`src/rtl/mem_lsu.sv`:
```
// mem_lsu: single-outstanding load/store unit in front of a byte-addressed,
// single-port RAM. A request is checked and latched in IDLE. A legal request
// then gets exactly one ACCESS cycle. Its response is held in RESP until the
// core takes it. An illegal request goes straight to RESP with the error flag
// set and never touches the RAM.
module mem_lsu #(
  parameter int unsigned MEM_BYTES = 4096
) (
  input  logic        clk,
  input  logic        rstn_i,
  input  logic        req_valid_i,
  output logic        req_ready_o,
  input  logic        req_we_i,
  input  logic [1:0]  req_size_i,
  input  logic        req_unsigned_i,
  input  logic [31:0] req_addr_i,
  input  logic [31:0] req_wdata_i,
  output logic        resp_valid_o,
  input  logic        resp_ready_i,
  output logic [31:0] resp_rdata_o,
  output logic        resp_err_o,
  output logic        mem_en_o,
  output logic [3:0]  mem_we_o,
  output logic [31:0] mem_addr_o,
  output logic [31:0] mem_din_o,
  input  logic [31:0] mem_dout_i
);

  localparam logic [1:0] SZ_BYTE = 2'b00;
  localparam logic [1:0] SZ_HALF = 2'b01;
  localparam logic [1:0] SZ_WORD = 2'b10;

  typedef enum logic [1:0] {S_IDLE, S_ACCESS, S_RESP} state_e;

  state_e      state_q, state_d;
  logic        we_q, we_d;
  logic [1:0]  size_q, size_d;
  logic        uns_q, uns_d;
  logic [31:0] addr_q, addr_d;
  logic [31:0] wdata_q, wdata_d;
  logic [31:0] rdata_q, rdata_d;
  logic        err_q, err_d;

  logic [2:0]  req_nbytes;
  logic [32:0] req_end;
  logic        req_illegal;
  logic [31:0] lane;
  logic [31:0] load_data;

  // Legality of the incoming request. The end address is computed 33 bits
  // wide so that addresses near 2^32 cannot wrap around into range.
  always_comb begin
    case (req_size_i)
      SZ_BYTE: req_nbytes = 3'd1;
      SZ_HALF: req_nbytes = 3'd2;
      default: req_nbytes = 3'd4;
    endcase
    req_end     = {1'b0, req_addr_i} + {30'b0, req_nbytes};
    req_illegal = (req_size_i == 2'b11)
                | ((req_size_i == SZ_HALF) && (req_addr_i[1:0] == 2'b11))
                | ((req_size_i == SZ_WORD) && (req_addr_i[1:0] != 2'b00))
                | (req_end > 33'(MEM_BYTES));
  end

  // Select the addressed lane of the RAM word and extend it to 32 bits.
  always_comb begin
    lane = mem_dout_i >> {addr_q[1:0], 3'b000};
    case (size_q)
      SZ_BYTE: load_data = uns_q ? {24'h0, lane[7:0]}  : {{24{lane[7]}}, lane[7:0]};
      SZ_HALF: load_data = uns_q ? {16'h0, lane[15:0]} : {{16{lane[15]}}, lane[15:0]};
      default: load_data = lane;
    endcase
  end

  // Next-state, request latching and all outputs, decoded from the current state.
  always_comb begin
    state_d      = state_q;
    we_d         = we_q;
    size_d       = size_q;
    uns_d        = uns_q;
    addr_d       = addr_q;
    wdata_d      = wdata_q;
    rdata_d      = rdata_q;
    err_d        = err_q;
    req_ready_o  = 1'b0;
    resp_valid_o = 1'b0;
    resp_rdata_o = 32'h0;
    resp_err_o   = 1'b0;
    mem_en_o     = 1'b0;
    mem_we_o     = 4'b0000;
    mem_addr_o   = 32'h0;
    mem_din_o    = 32'h0;

    case (state_q)
      S_IDLE: begin
        // rstn_i gates ready so it is low for the whole reset period.
        req_ready_o = rstn_i;
        if (req_valid_i && req_ready_o) begin
          we_d    = req_we_i;
          size_d  = req_size_i;
          uns_d   = req_unsigned_i;
          addr_d  = req_addr_i;
          wdata_d = req_wdata_i;
          rdata_d = 32'h0;
          err_d   = req_illegal;
          state_d = req_illegal ? S_RESP : S_ACCESS;
        end
      end
      S_ACCESS: begin
        mem_en_o = 1'b1;
        if (we_q) begin
          // Stores present the exact byte address; the write code selects the bytes.
          mem_addr_o = addr_q;
          mem_din_o  = wdata_q;
          case (size_q)
            SZ_BYTE: mem_we_o = 4'b0001;
            SZ_HALF: mem_we_o = 4'b0011;
            default: mem_we_o = 4'b1111;
          endcase
          rdata_d = 32'h0;
        end else begin
          // Loads read the whole aligned word and extract the lane locally.
          mem_addr_o = {addr_q[31:2], 2'b00};
          rdata_d    = load_data;
        end
        state_d = S_RESP;
      end
      S_RESP: begin
        resp_valid_o = 1'b1;
        resp_rdata_o = rdata_q;
        resp_err_o   = err_q;
        if (resp_ready_i) begin
          state_d = S_IDLE;
        end
      end
      default: state_d = S_IDLE;
    endcase
  end

  // State and request registers. The reset is asynchronous, so an access or
  // response in flight is dropped as soon as rstn_i falls.
  always_ff @(posedge clk or negedge rstn_i) begin
    if (!rstn_i) begin
      state_q <= S_IDLE;
      we_q    <= 1'b0;
      size_q  <= 2'b00;
      uns_q   <= 1'b0;
      addr_q  <= 32'h0;
      wdata_q <= 32'h0;
      rdata_q <= 32'h0;
      err_q   <= 1'b0;
    end else begin
      state_q <= state_d;
      we_q    <= we_d;
      size_q  <= size_d;
      uns_q   <= uns_d;
      addr_q  <= addr_d;
      wdata_q <= wdata_d;
      rdata_q <= rdata_d;
      err_q   <= err_d;
    end
  end

endmodule

```
`config.mk`:
```
export PLATFORM = sky130hd
export DESIGN_NAME = mem_lsu
export DESIGN_NICKNAME = d
export VERILOG_FILES = /design/src/rtl/mem_lsu.sv
export SDC_FILE = /design/constraint.sdc
export NUM_CORES = 1
export LEC_CHECK = 0
export BUFFER_PORTS_ARGS = -buffer_cell sky130_fd_sc_hd__buf_2
export CAP_MARGIN = 20
export CORE_ASPECT_RATIO = 0.7
export CORE_MARGIN = 4
export CORE_UTILIZATION = 35
export CTS_BUF_LIST = sky130_fd_sc_hd__clkbuf_4 sky130_fd_sc_hd__clkbuf_8 sky130_fd_sc_hd__clkbuf_16
export DETAILED_ROUTE_END_ITERATION = 8
export GPL_TIMING_DRIVEN = 0
export PLACE_DENSITY = 0.7
export SLEW_MARGIN = 20
export SYNTH_ARGS = -nofsm -noshare
export SYNTH_HDL_FRONTEND = slang
export SYNTH_SLANG_ARGS = --single-unit
```
`constraint.sdc`:
```
create_clock -name clk -period 2.6 [get_ports clk]
set_input_delay 0.65 -clock clk [delete_from_list [all_inputs] [get_ports clk]]
set_output_delay 0.65 -clock clk [all_outputs]
set_load 0.01 [all_outputs]
```
==> metrics.md, run 1 <==
| Metric | Value |
|---|---|
| Fin cells | `1056` |
| Ys flop type | `dfrtp_1` |
| Vias in the first global route | `5299` |
| Area contributors post-synth | `dfrtp_1, mux2_2, and2_1` |
| Placed Cells | `1017` |
| First-pass GRT wire length | `29300 um` |
| Avg Inst Size Synth | `10.1 um2` |
| Die area | `around 19000 um2` |
| Routed Antenna Nets | `0` |
| Root buffer cell | `clkbuf_16` |
| Fin. max-slew vios | `0` |
| Number of nets in the layout | `934` |
| Max Clock Skew | `0.00822 ns` |
| Vias | `approximately 5400` |
| Gate power share | `0.237` |
| Peak supply drop | `~0.30 mV` |
| Final setup viols | `3` |
| Rel. slew slack | `0.480` |
| Slew @ Worst Pin | `0.774 ns` |
| CP startpoint kind | `input pin` |
| #FFs+latches synth | `103` |
| Number of synthesized flops with an enable pin | `0` |
| Tcrit/Tclk final | `1.07` |
| Post-synth top area share | `0.434` |
| Cell area after placement | `7350 um2` |
| TritonCTS buffer count | `9` |
| Outcome | `finished with violations` |
| Post-Route WL | `19200 um` |
| Ant. Diodes | `0` |
| Layout cells sized above 1 | `0.465` |
| Fin worst setup slack | `-0.169 ns` |
| Crit Path Class | `input pin to register` |
| CTS tree | `done` |
| First-pass detailed-route iteration total | `5` |
| Finished Cell Area | `roughly 8000 um2` |
| Power Internal | `approximately 3000 uW` |
| Core area | `around 16000 um2` |
| Unrepaired setup endpoints after global routing | `true` |
| Leakage | `0.00407 uW` |
| Clock transition at path regs | `about 0.080 ns` |
| Sequential element share of the synthesized area | `0.434` |
| Required @ worst endpoint | `~2.8 ns` |
| Row count | `39` |
| Global route total overflow | `0` |
| Fin crit period | `2.77 ns` |
| Max cap viols | `0` |
| Buffers on Ports | `just over 200` |
| Initial DRC count | `between 300 and 400` |
| Die X | `164 um` |
| Synth unique cells | `58` |
| Min-Delay Path Class | `input pin to async pin` |
| Synth Warn # | `0` |
| Final hold vios | `0` |
| Clk Latency, worst-skew pair | `0.35 ns` |
| Routed wire per std cell | `18.2 um` |
| # IOs | `208` |
| Switching Fraction | `0.307` |
| Psw | `between 1000 and 1500 uW` |
| Initial Utilization | `0.360` |
| Clk pwr share | `0.312` |
| Initial antenna violation count | `1` |
| Sequential Power Share | `0.452` |
| Commonest cells after routing, fill and taps aside | `buf_2, dfrtp_1, mux2_2` |
| DR vias/cell | `5.15` |
| PD cells | `542 nW/um2` |
| Synthesized cell area | `approximately 6000 um2` |
| Failing checks | `negative setup slack` |
| Worst setup EP type | `register` |
| Area leader, netlist | `dfrtp_1` |
| # clock sinks | `103` |
| Total GRT Usage | `0.198` |
| Syn_nets | `694` |
| CP arrival | `approximately 3 ns` |
| Mapped Cells | `586` |
| Commonest non-fill, non-tap cell in the layout | `buf_2` |
| Crit path max fanout | `4` |
| Synth-to-Final Area Change | `34.7%` |
| H-tree levels | `3` |
| Placer's final routability congestion estimate | `0.886` |
| Largest net degree at the start of global routing | `58` |
| Async SR Flop Fraction | `1.00` |
| Post-DP HPWL | `14600 um` |
| Post-route DRC | `0` |
| Clk buf depth | `2` |
| DIE HEIGHT | `117 um` |
| Fmax | `361 MHz` |
[repair_timing]
item                       in CTS  in global routing
buffers inserted               21                  3
gates cloned                    0                  0
resized for setup              45                 19
setup endpoints to repair     179                 65
pin swaps                      19                 10
hold buffers                    0                  0
[logic make-up (layout without fill, tap and decap cells)]
kind of cell	count (synthesis)	count (layout)	synth area share
DFF	103	103	0.434
buffers and inverters	48	293	0.0375
adders and majority gates	4	4	0.00969
muxes	86	86	0.160
and+or+nand+nor	234	234	0.225
AOI/OAI and AO/OA	103	103	0.123
xor gates and xnor gates	8	8	0.0118
[power by group through the flow]
stage | clock [uW] | combinational, uW | sequential, uW
floorplan | 0 | 644 | 1930
global placement | 0 | 953 | 1970
detailed placement | 0 | 977 | 1980
CTS | 1400 | 1010 | 1960
global route | 1460 | 1130 | 1990
finish | 1350 | 1030 | 1960
[flip-flops by register name, indices dropped and copies added, names as in the netlist]
register and flops:
size_q 2, wdata_q 32, err_q 1, uns_q 1, we_q 1, state_q 2, addr_q 32, rdata_q 32
[synth_stat cells, drive strengths merged, types with 2 or more instances]
library cell and n:
mux2i 16, o31ai 3, nor2b 13, and2 70
a22o 16, a211o 8, clkbuf 38, nor3 3
o2111ai 3, nand3 7, xor2 4, nor4 4
nand2b 4, nor2 16, a32o 7, mux2 70
dfrtp 103, nand2 55, a21oi 19, o21ai 29
ha 3, and3 42, buf 8, a31oi 2
and4 3, nand4 9, xnor2 4, a41oi 3
inv 2, a2111oi 3, or2 3
[worst max-delay path: stages]
cell	delay (ns)
buf_12	0.09
nor2_4	0.04
ha_4	0.16
fa_2	0.39
buf_6	0.14
xor2_1	0.12
or4_1	0.48
a31oi_1	0.19
a41oi_2	0.23
nor4_4	0.38
o31ai_1	0.11
[metal layers]
layer | track usage | up-vias | part of all wire
li1 | - | 2582 | -
met1 | 0.280 | 2623 | 0.47
met2 | 0.295 | 216 | 0.43
met3 | 0.0721 | 11 | 0.092
met4 | 0.0369 | 2 | 0.0086
met5 | 0 | - | 0.00068
[area by class of cell]
type	count	area, um2
Multi-Input combinational cell	435	3300
Timing Repair Buffer	230	1290
Tap cell	225	282
Sequential cell	103	2580
Clock inverter	6	51.3
Buffer	45	249
Fill cell	1597	8490
Clock buffer	10	239
Inverter	2	7.51
[per-stage QoR]
step / setup TNS, ns / worst slack (ns) / total power [uW] / hold slack, ns / utilization
2_1_floorplan: -0.248 / -0.0865 / 2580 / 0.354 / -
3_3_place_gp: -242.83 / -2.40 / 2920 / 0.460 / 0.444
3_5_place_dp: -66.21 / -1.06 / 2960 / 0.467 / 0.446
4_1_cts: -0.212 / -0.0761 / 4370 / 0.272 / 0.482
5_1_grt: -0.644 / -0.220 / 4580 / 0.232 / 0.485
6_report: -0.502 / -0.169 / 4340 / 0.200 / 0.485
[final timing paths]
path	start	to	slack, ns	cells after the start
max	req_size_i[1]	state_q[1]	-0.17	11
min	rstn_i	wdata_q[30]	0.20	1
max reg2reg	addr_q[1]	rdata_q[29]	0.26	10
min reg2reg	rdata_q[10]	rdata_q[10]	0.48	2
max in group asynchronous	rstn_i	state_q[1]	1.76	2
min in group clk	rdata_q[10]	rdata_q[10]	0.48	2
(Power assumes the default switching activity.)
==> run 2, diff against run 1 <==
--- a/config.mk
+++ b/config.mk
@@ -9,11 +9,11 @@
 export CAP_MARGIN = 20
 export CORE_ASPECT_RATIO = 0.7
 export CORE_MARGIN = 4
-export CORE_UTILIZATION = 35
+export CORE_UTILIZATION = 51
 export CTS_BUF_LIST = sky130_fd_sc_hd__clkbuf_4 sky130_fd_sc_hd__clkbuf_8 sky130_fd_sc_hd__clkbuf_16
 export DETAILED_ROUTE_END_ITERATION = 8
 export GPL_TIMING_DRIVEN = 0
-export PLACE_DENSITY = 0.7
+export PLACE_DENSITY = 0.92
 export SLEW_MARGIN = 20
 export SYNTH_ARGS = -nofsm -noshare
 export SYNTH_HDL_FRONTEND = slang
==> run 2 against run 1 <==
  * The run still ends with negative setup slack left
  * Clock-buffer cell count shrank 1
  * Non-clock buffer count shrank 10
  * Clock power fell by 4%
  * Clock skew about the same
  * Via count is 1.5% higher
  * Sequential share of layout area grew 0.93 points
  * Design area fell by 3.0%
  * Flip-flop and latch count unchanged
  * Core utilization increased by 21 points
  * First-iteration DRC count grew 9.0%
  * Largest power group unchanged
==> metrics.md, run 2 (synthesis results as in run 1) <==
| Metric | Value |
|---|---|
| Outcome | `finished with violations` |
| Failing checks | `negative setup slack` |
| Hold Buf Count CTS | `0` |
| Ant. Diodes | `0` |
| # clock sinks | `103` |
| Routed wire per std cell | `18.3 um` |
| Global route total overflow | `0` |
| First-pass detailed-route iteration total | `5` |
| PD cells | `545 nW/um2` |
| Fin. max-slew vios | `0` |
| Switching Fraction | `0.303` |
| Crit Reg-Reg Startpoint | `addr_q[0]` |
| CP startpoint kind | `input pin` |
| Routed Antenna Nets | `0` |
| Max Clock Skew | `0.00814 ns` |
| Root buffer cell | `clkbuf_16` |
| R2R cell count | `8` |
| Fmax | `359 MHz` |
| Commonest non-fill, non-tap cell in the layout | `buf_2` |
| Initial Utilization | `0.530` |
| Die X | `137 um` |
| FF-to-FF setup slack | `about 0.27 ns` |
| Stages on the worst setup path | `11` |
| Buffers on Ports | `205` |
| CP peak stage delay | `0.48 ns` |
| Placed Cells | `945` |
| Unrepaired setup endpoints after global routing | `true` |
| Fin worst setup slack | `-0.186 ns` |
| Crit path cell chain | `buf_8, nor2_4, ha_4, fa_2, buf_6, xor2_1, or4_1, a31oi_1, a41oi_2, nor4_4, o31ai_1` |
| Layout cells sized above 1 | `0.449` |
| Clk buf depth | `2` |
| Crit Path Class | `input pin to register` |
| Leakage | `0.00399 uW` |
| Crit path max fanout | `3` |
| Commonest cells after routing, fill and taps aside | `buf_2, dfrtp_1, mux2_2` |
| Vias in the first global route | `5357` |
| Biggest regs | `addr_q (32), rdata_q (32), wdata_q (32)` |
| Synth-to-Final Area Change | `30.8%` |
| Core area | `11200 um2` |
| Gate power share | `0.231` |
| Number of nets in the layout | `924` |
| H-tree levels | `3` |
| Max cap viols | `0` |
| Total GRT Usage | `0.265` |
| Reg2reg end | `rdata_q[26]` |
| DIE HEIGHT | `98.3 um` |
| Post-layout power | `4240 uW` |
| Largest net degree at the start of global routing | `73` |
| FF+latch area | `2580 um2` |
| CP top delay family | `simple AND/OR/NAND/NOR gates` |
| Fillers | `872` |
| Slowest-stage cell, CP | `or4_1` |
| Clk Latency, worst-skew pair | `0.35 ns` |
| Clock transition at path regs | `~0.070 ns` |
| Tcrit/Tclk final | `1.07` |
| CTS tree | `done` |
| TritonCTS buffer count | `9` |
| CP arrival | `3.01 ns` |
| Power Internal | `2950 uW` |
| Required @ worst endpoint | `2.82 ns` |
| DR vias/cell | `around 5.7` |
| Sequential Power Share | `0.464` |
| Psw | `1280 uW` |
| Die area | `13500 um2` |
| Placer's final routability congestion estimate | `0.924` |
| # IOs | `208` |
| Fin crit period | `2.79 ns` |
| Post-DP HPWL | `13600 um` |
| Hold WS | `0.189 ns` |
| Initial DRC count | `350` |
| Final hold vios | `0` |
| Peak supply drop | `0.459 mV` |
| Multi-input gate area | `3270 um2` |
| Min-Delay Path Class | `input pin to async pin` |
| Post-route DRC | `0` |
| Vias | `approximately 5500` |
| Fin cells | `974` |
| Initial antenna violation count | `0` |
| Buf/Inv on CP | `2` |
| First-pass GRT wire length | `28200 um` |
| Rel. slew slack | `0.478` |
| Post-Route WL | `17800 um` |
| Row count | `32` |
| Setup tns final | `-0.558 ns` |
| Clk pwr share | `0.305` |
| Slew @ Worst Pin | `0.777 ns` |
| Final setup viols | `3` |
| Worst setup EP type | `register` |
-- run 2: changes by cell type in the layout (fill, tap and decap cells not counted), sizes merged --
cell and change:
clkinvlp +2, clkbuf -3, inv -1, buf -8
-- run 2: power by group through the flow --
stage	clock [uW]	combinational (uW)	sequential, uW
3_5_place_dp	0	964	1970
6_report	1290	979	1970
4_1_cts	1310	971	1960
3_3_place_gp	0	929	1960
5_1_grt	1390	1080	2000
2_1_floorplan	0	644	1930
-- run 2: metrics by stage --
stage	setup slack, ns	util	area [um2]
floorplan	-0.0865	-	6010
global placement	-1.96	0.645	7230
detailed placement	-0.676	0.648	7260
CTS	-0.146	0.686	7700
global route	-0.252	0.693	7770
finish	-0.186	0.693	7770
-- run 2: worst max path at each step --
stage	endpoint	startpoint	slack (ns)
after detailed placement	wdata_q[0]	rstn_i	-0.68
after floorplan	err_q	req_size_i[0]	-0.09
after global routing	state_q[0]	req_size_i[0]	-0.25
final	state_q[1]	req_size_i[0]	-0.19
after global placement	addr_q[31]	rstn_i	-1.96
after CTS	err_q	req_size_i[1]	-0.15
-- run 2: final cells by class --
class,count,share of cell area
inverters,2,0.000967
flip-flops and latches,103,0.332
well taps,153,0.0246
repair buffers,221,0.155
clock inverters,7,0.00741
clock buffers,9,0.0290
plain buffers,44,0.0296
multi-input cells,435,0.421
-- run 2: routing by layer --
metal / global-route usage / wire (um) / part of all wire
met4: 0.0583 / 308 / 0.017
met5: 0 / 0 / 0
met1: 0.375 / 7690 / 0.43
met2: 0.393 / 7970 / 0.45
met3: 0.0963 / 1820 / 0.10
-- run 2: worst register-to-register path, stage by stage, from the launching register on --
cell	delay [ns]
dfrtp_1	0.58
mux2_2	0.40
a21oi_1	0.30
nor2_1	0.07
a21oi_1	0.13
nor2_1	0.06
o21a_1	0.25
clkbuf_2	0.23
a22o_1	0.21
-- run 2: timing repair --
item / CTS / global route
gates resized for setup: 26 / 30
setup buffers: 10 / 5
setup endpoints to repair: 161 / 133
pin swaps: 14 / 11
==> run 3, diff against run 2 <==
--- a/config.mk
+++ b/config.mk
@@ -5,15 +5,16 @@
 export SDC_FILE = /design/constraint.sdc
 export NUM_CORES = 1
 export LEC_CHECK = 0
+export ABC_AREA = 1
 export BUFFER_PORTS_ARGS = -buffer_cell sky130_fd_sc_hd__buf_2
 export CAP_MARGIN = 20
 export CORE_ASPECT_RATIO = 0.7
 export CORE_MARGIN = 4
-export CORE_UTILIZATION = 51
+export CORE_UTILIZATION = 52
 export CTS_BUF_LIST = sky130_fd_sc_hd__clkbuf_4 sky130_fd_sc_hd__clkbuf_8 sky130_fd_sc_hd__clkbuf_16
 export DETAILED_ROUTE_END_ITERATION = 8
 export GPL_TIMING_DRIVEN = 0
-export PLACE_DENSITY = 0.92
+export PLACE_DENSITY = 0.93
 export SLEW_MARGIN = 20
 export SYNTH_ARGS = -nofsm -noshare
 export SYNTH_HDL_FRONTEND = slang
==> run 3 against run 2 <==
  * The flow now finishes without violations
  * Sequential power down 3%
  * Non-clock buffer count decreased by 10
  * Critical path depth down 6
  * Core utilization shrank 1.9 points
  * First-iteration DRC count rose by 58%
  * Combinational power increased by 9%
  * Hold slack lost 0.0058 ns
  * Wire length is 16% higher
  * Clock-buffer cell count grew 1
  * Synthesized cell count increased by 66%
  * Critical endpoint is now mem_din_o[10]
  * Largest power group unchanged
  * Highest routed layer is now met5
==> metrics.md, run 3 <==
| Metric | Value |
|---|---|
| Synthesized cell area | `6350 um2` |
| Count leader, synth | `nand2_1` |
| CP startpoint kind | `register` |
| Initial antenna violation count | `1` |
| Switching Fraction | `0.339` |
| Biggest regs | `addr_q (32), rdata_q (32), wdata_q (32)` |
| Setup tns final | `0 ns` |
| Post-synth top area share | `0.406` |
| Main combinational cell family by area after synthesis | `simple AND/OR/NAND/NOR gates` |
| Largest net degree at the start of global routing | `59` |
| H-tree levels | `3` |
| Slew @ Worst Pin | `roughly 0.56 ns` |
| Global route total overflow | `0` |
| Post-DP HPWL | `approximately 16000 um` |
| Initial DRC count | `553` |
| Post-Route WL | `20500 um` |
| Sequential element share of the synthesized area | `0.406` |
| Max Clock Skew | `approximately 0.013 ns` |
| Placement Setup Slack | `-0.225 ns` |
| Post-layout power | `roughly 4300 uW` |
| First-pass detailed-route iteration total | `6` |
| Adder-Cell Fraction of Synth Area | `0.00907` |
| Synth unique cells | `33` |
| Area leader, netlist | `dfrtp_1` |
| Ant. Diodes | `0` |
| Total GRT Usage | `0.293` |
| Post-synthesis xor/xnor area fraction | `0.0110` |
| # clock sinks | `103` |
| Number of synthesized flops with an enable pin | `0` |
| Peak supply drop | `~0.34 mV` |
| Fmax | `around 400 MHz` |
| Min-Delay Path Class | `input pin to async pin` |
| Tcrit/Tclk final | `0.953` |
| Async SR Flop Fraction | `1.00` |
| Clock transition at path regs | `~0.08 ns` |
| Final setup viols | `0` |
| Routed Antenna Nets | `0` |
| Vias in the first global route | `6581` |
| Gate power share | `0.249` |
| Compound-Gate Fraction of Synth Area | `0.0962` |
| Vias | `about 7000` |
| Placer's final routability congestion estimate | `0.974` |
| Layout cells sized above 1 | `0.224` |
| Mapped Cells | `971` |
| DIE HEIGHT | `100 um` |
| Clk Latency, worst-skew pair | `0.35 ns` |
| Synth Warn # | `0` |
| Post-synth top cells | `nand2_1, nor2_1, inv_1` |
| Crit path max fanout | `10` |
| Ys flop type | `dfrtp_1` |
| Routed wire per std cell | `between 15 and 20 um` |
| Clk buf depth | `2` |
| CP arrival | `1.83 ns` |
| Die area | `14100 um2` |
| Crit Path Class | `register to primary output` |
| Mux cell area share after synthesis | `0.0110` |
| Initial Utilization | `0.538` |
| Core area | `11800 um2` |
| Clk pwr share | `0.306` |
| Area contributors post-synth | `dfrtp_1, nand2_1, nor2_1` |
| Synth-to-Final Area Change | `25.4%` |
| Worst setup EP type | `primary output` |
| Rel. slew slack | `0.626` |
| #FFs+latches synth | `103` |
| Max cap viols | `0` |
| Commonest non-fill, non-tap cell in the layout | `nand2_1` |
| Buffers on Ports | `207` |
| First-pass GRT wire length | `around 33000 um` |
| Area fraction in and, or, nand and nor cells after synthesis | `0.366` |
| Required @ worst endpoint | `~2.0 ns` |
| Hold WS | `0.183 ns` |
| Fillers | `~1100` |
| Row count | `33` |
| Leakage | `0.00430 uW` |
| Sequential Power Share | `0.445` |
| Final hold vios | `0` |
| Power Internal | `2850 uW` |
| # IOs | `~210` |
| CTS tree | `done` |
| Avg Inst Size Synth | `6.54 um2` |
| Fin worst setup slack | `0.122 ns` |
| Fin crit period | `2.48 ns` |
| Hold Buf Count CTS | `0` |
| Fin. max-slew vios | `0` |
| Die X | `~140 um` |
| Number of nets in the layout | `1298` |
| Syn_nets | `about 1100` |
| TritonCTS buffer count | `9` |
| Commonest cells after routing, fill and taps aside | `nand2_1, buf_2, nor2_1` |
| Psw | `around 1500 uW` |
| Root buffer cell | `clkbuf_16` |
| Outcome | `finished clean` |
| PD cells | `about 540 nW/um2` |
| DR vias/cell | `5.19` |
| Post-route DRC | `0` |
-- run 3: cell types whose count changed after synthesis, sizes merged, moves of 8 or more --
cell / delta
o21ai: +63
a211o: -8
a22o: -16
nor2: +149
mux2: -70
inv: +114
nand3: +45
nor2b: -13
and3: -41
mux2i: -9
nand2: +280
and2: -70
-- run 3: final timing paths --
check                      startpoint             to  slack [ns]  cells past startpoint
setup / recovery                 we_q  mem_din_o[10]        0.12                      5
hold / removal                 rstn_i    rdata_q[19]        0.18                      1
setup reg to reg            size_q[1]    rdata_q[27]        0.54                      7
hold reg to reg            wdata_q[9]     wdata_q[9]        0.48                      2
max in group asynchronous      rstn_i    wdata_q[26]        1.80                      2
min in group clk           wdata_q[9]     wdata_q[9]        0.48                      2
-- run 3: final cells by class --
| class | count | area (um2) | share of cell area |
|---|---|---|---|
| Clock buffer | 10 | 239 | 0.0300 |
| Inverter | 119 | 447 | 0.0561 |
| Clock inverter | 6 | 42.5 | 0.00535 |
| Sequential cell | 103 | 2580 | 0.324 |
| Multi-Input combinational cell | 702 | 3180 | 0.400 |
| Timing Repair Buffer | 208 | 1070 | 0.135 |
| Tap cell | 157 | 196 | 0.0247 |
| Buffer | 47 | 201 | 0.0253 |
-- run 3: metrics by stage --
| stage | util | cells | cell area, um2 |
|---|---|---|---|
| floorplan | - | 971 | 6350 |
| global placement | 0.642 | 1335 | 7580 |
| detailed placement | 0.645 | 1336 | 7610 |
| CTS | 0.669 | 1352 | 7900 |
| global route | 0.674 | 1352 | 7960 |
| finish | 0.674 | 1352 | 7960 |
-- run 3: critical path, cell delays in order, from the launching register on --
cell      delay [ns]
dfrtp_1         0.32
clkbuf_1        0.34
clkbuf_1        0.39
nand2_1         0.14
nor2_1          0.15
buf_2           0.15
-- run 3: per-layer routing --
layer	up-vias	part of all wire	track usage
li1	3428	-	-
met1	3165	0.45	0.433
met2	396	0.43	0.441
met3	30	0.096	0.0600
met4	2	0.019	0.0789
met5	-	0.00049	0
-- run 3: cells by family (layout without fill, tap and decap cells) --
family	after synthesis	after routing
AOI/OAI and AO/OA	113	113
buffers and inverters	166	390
DFF	103	103
muxes	7	7
and+or+nand+nor	570	570
adders and majority gates	4	4
xor gates and xnor gates	8	8
-- run 3: power groups by stage --
stage	Sequential, uW	Combinational, uW	Clock (uW)
2_1_floorplan	1910	691	0
3_3_place_gp	1940	1020	0
3_5_place_dp	1940	1050	0
4_1_cts	1920	1050	1330
5_1_grt	1940	1210	1390
6_report	1920	1070	1320
-- run 3: what timing repair did --
action / CTS / global route
resized for setup: 3 / 23
setup endpoints to repair: 58 / 38
setup buffers: 0 / 0
pin swaps: 0 / 2
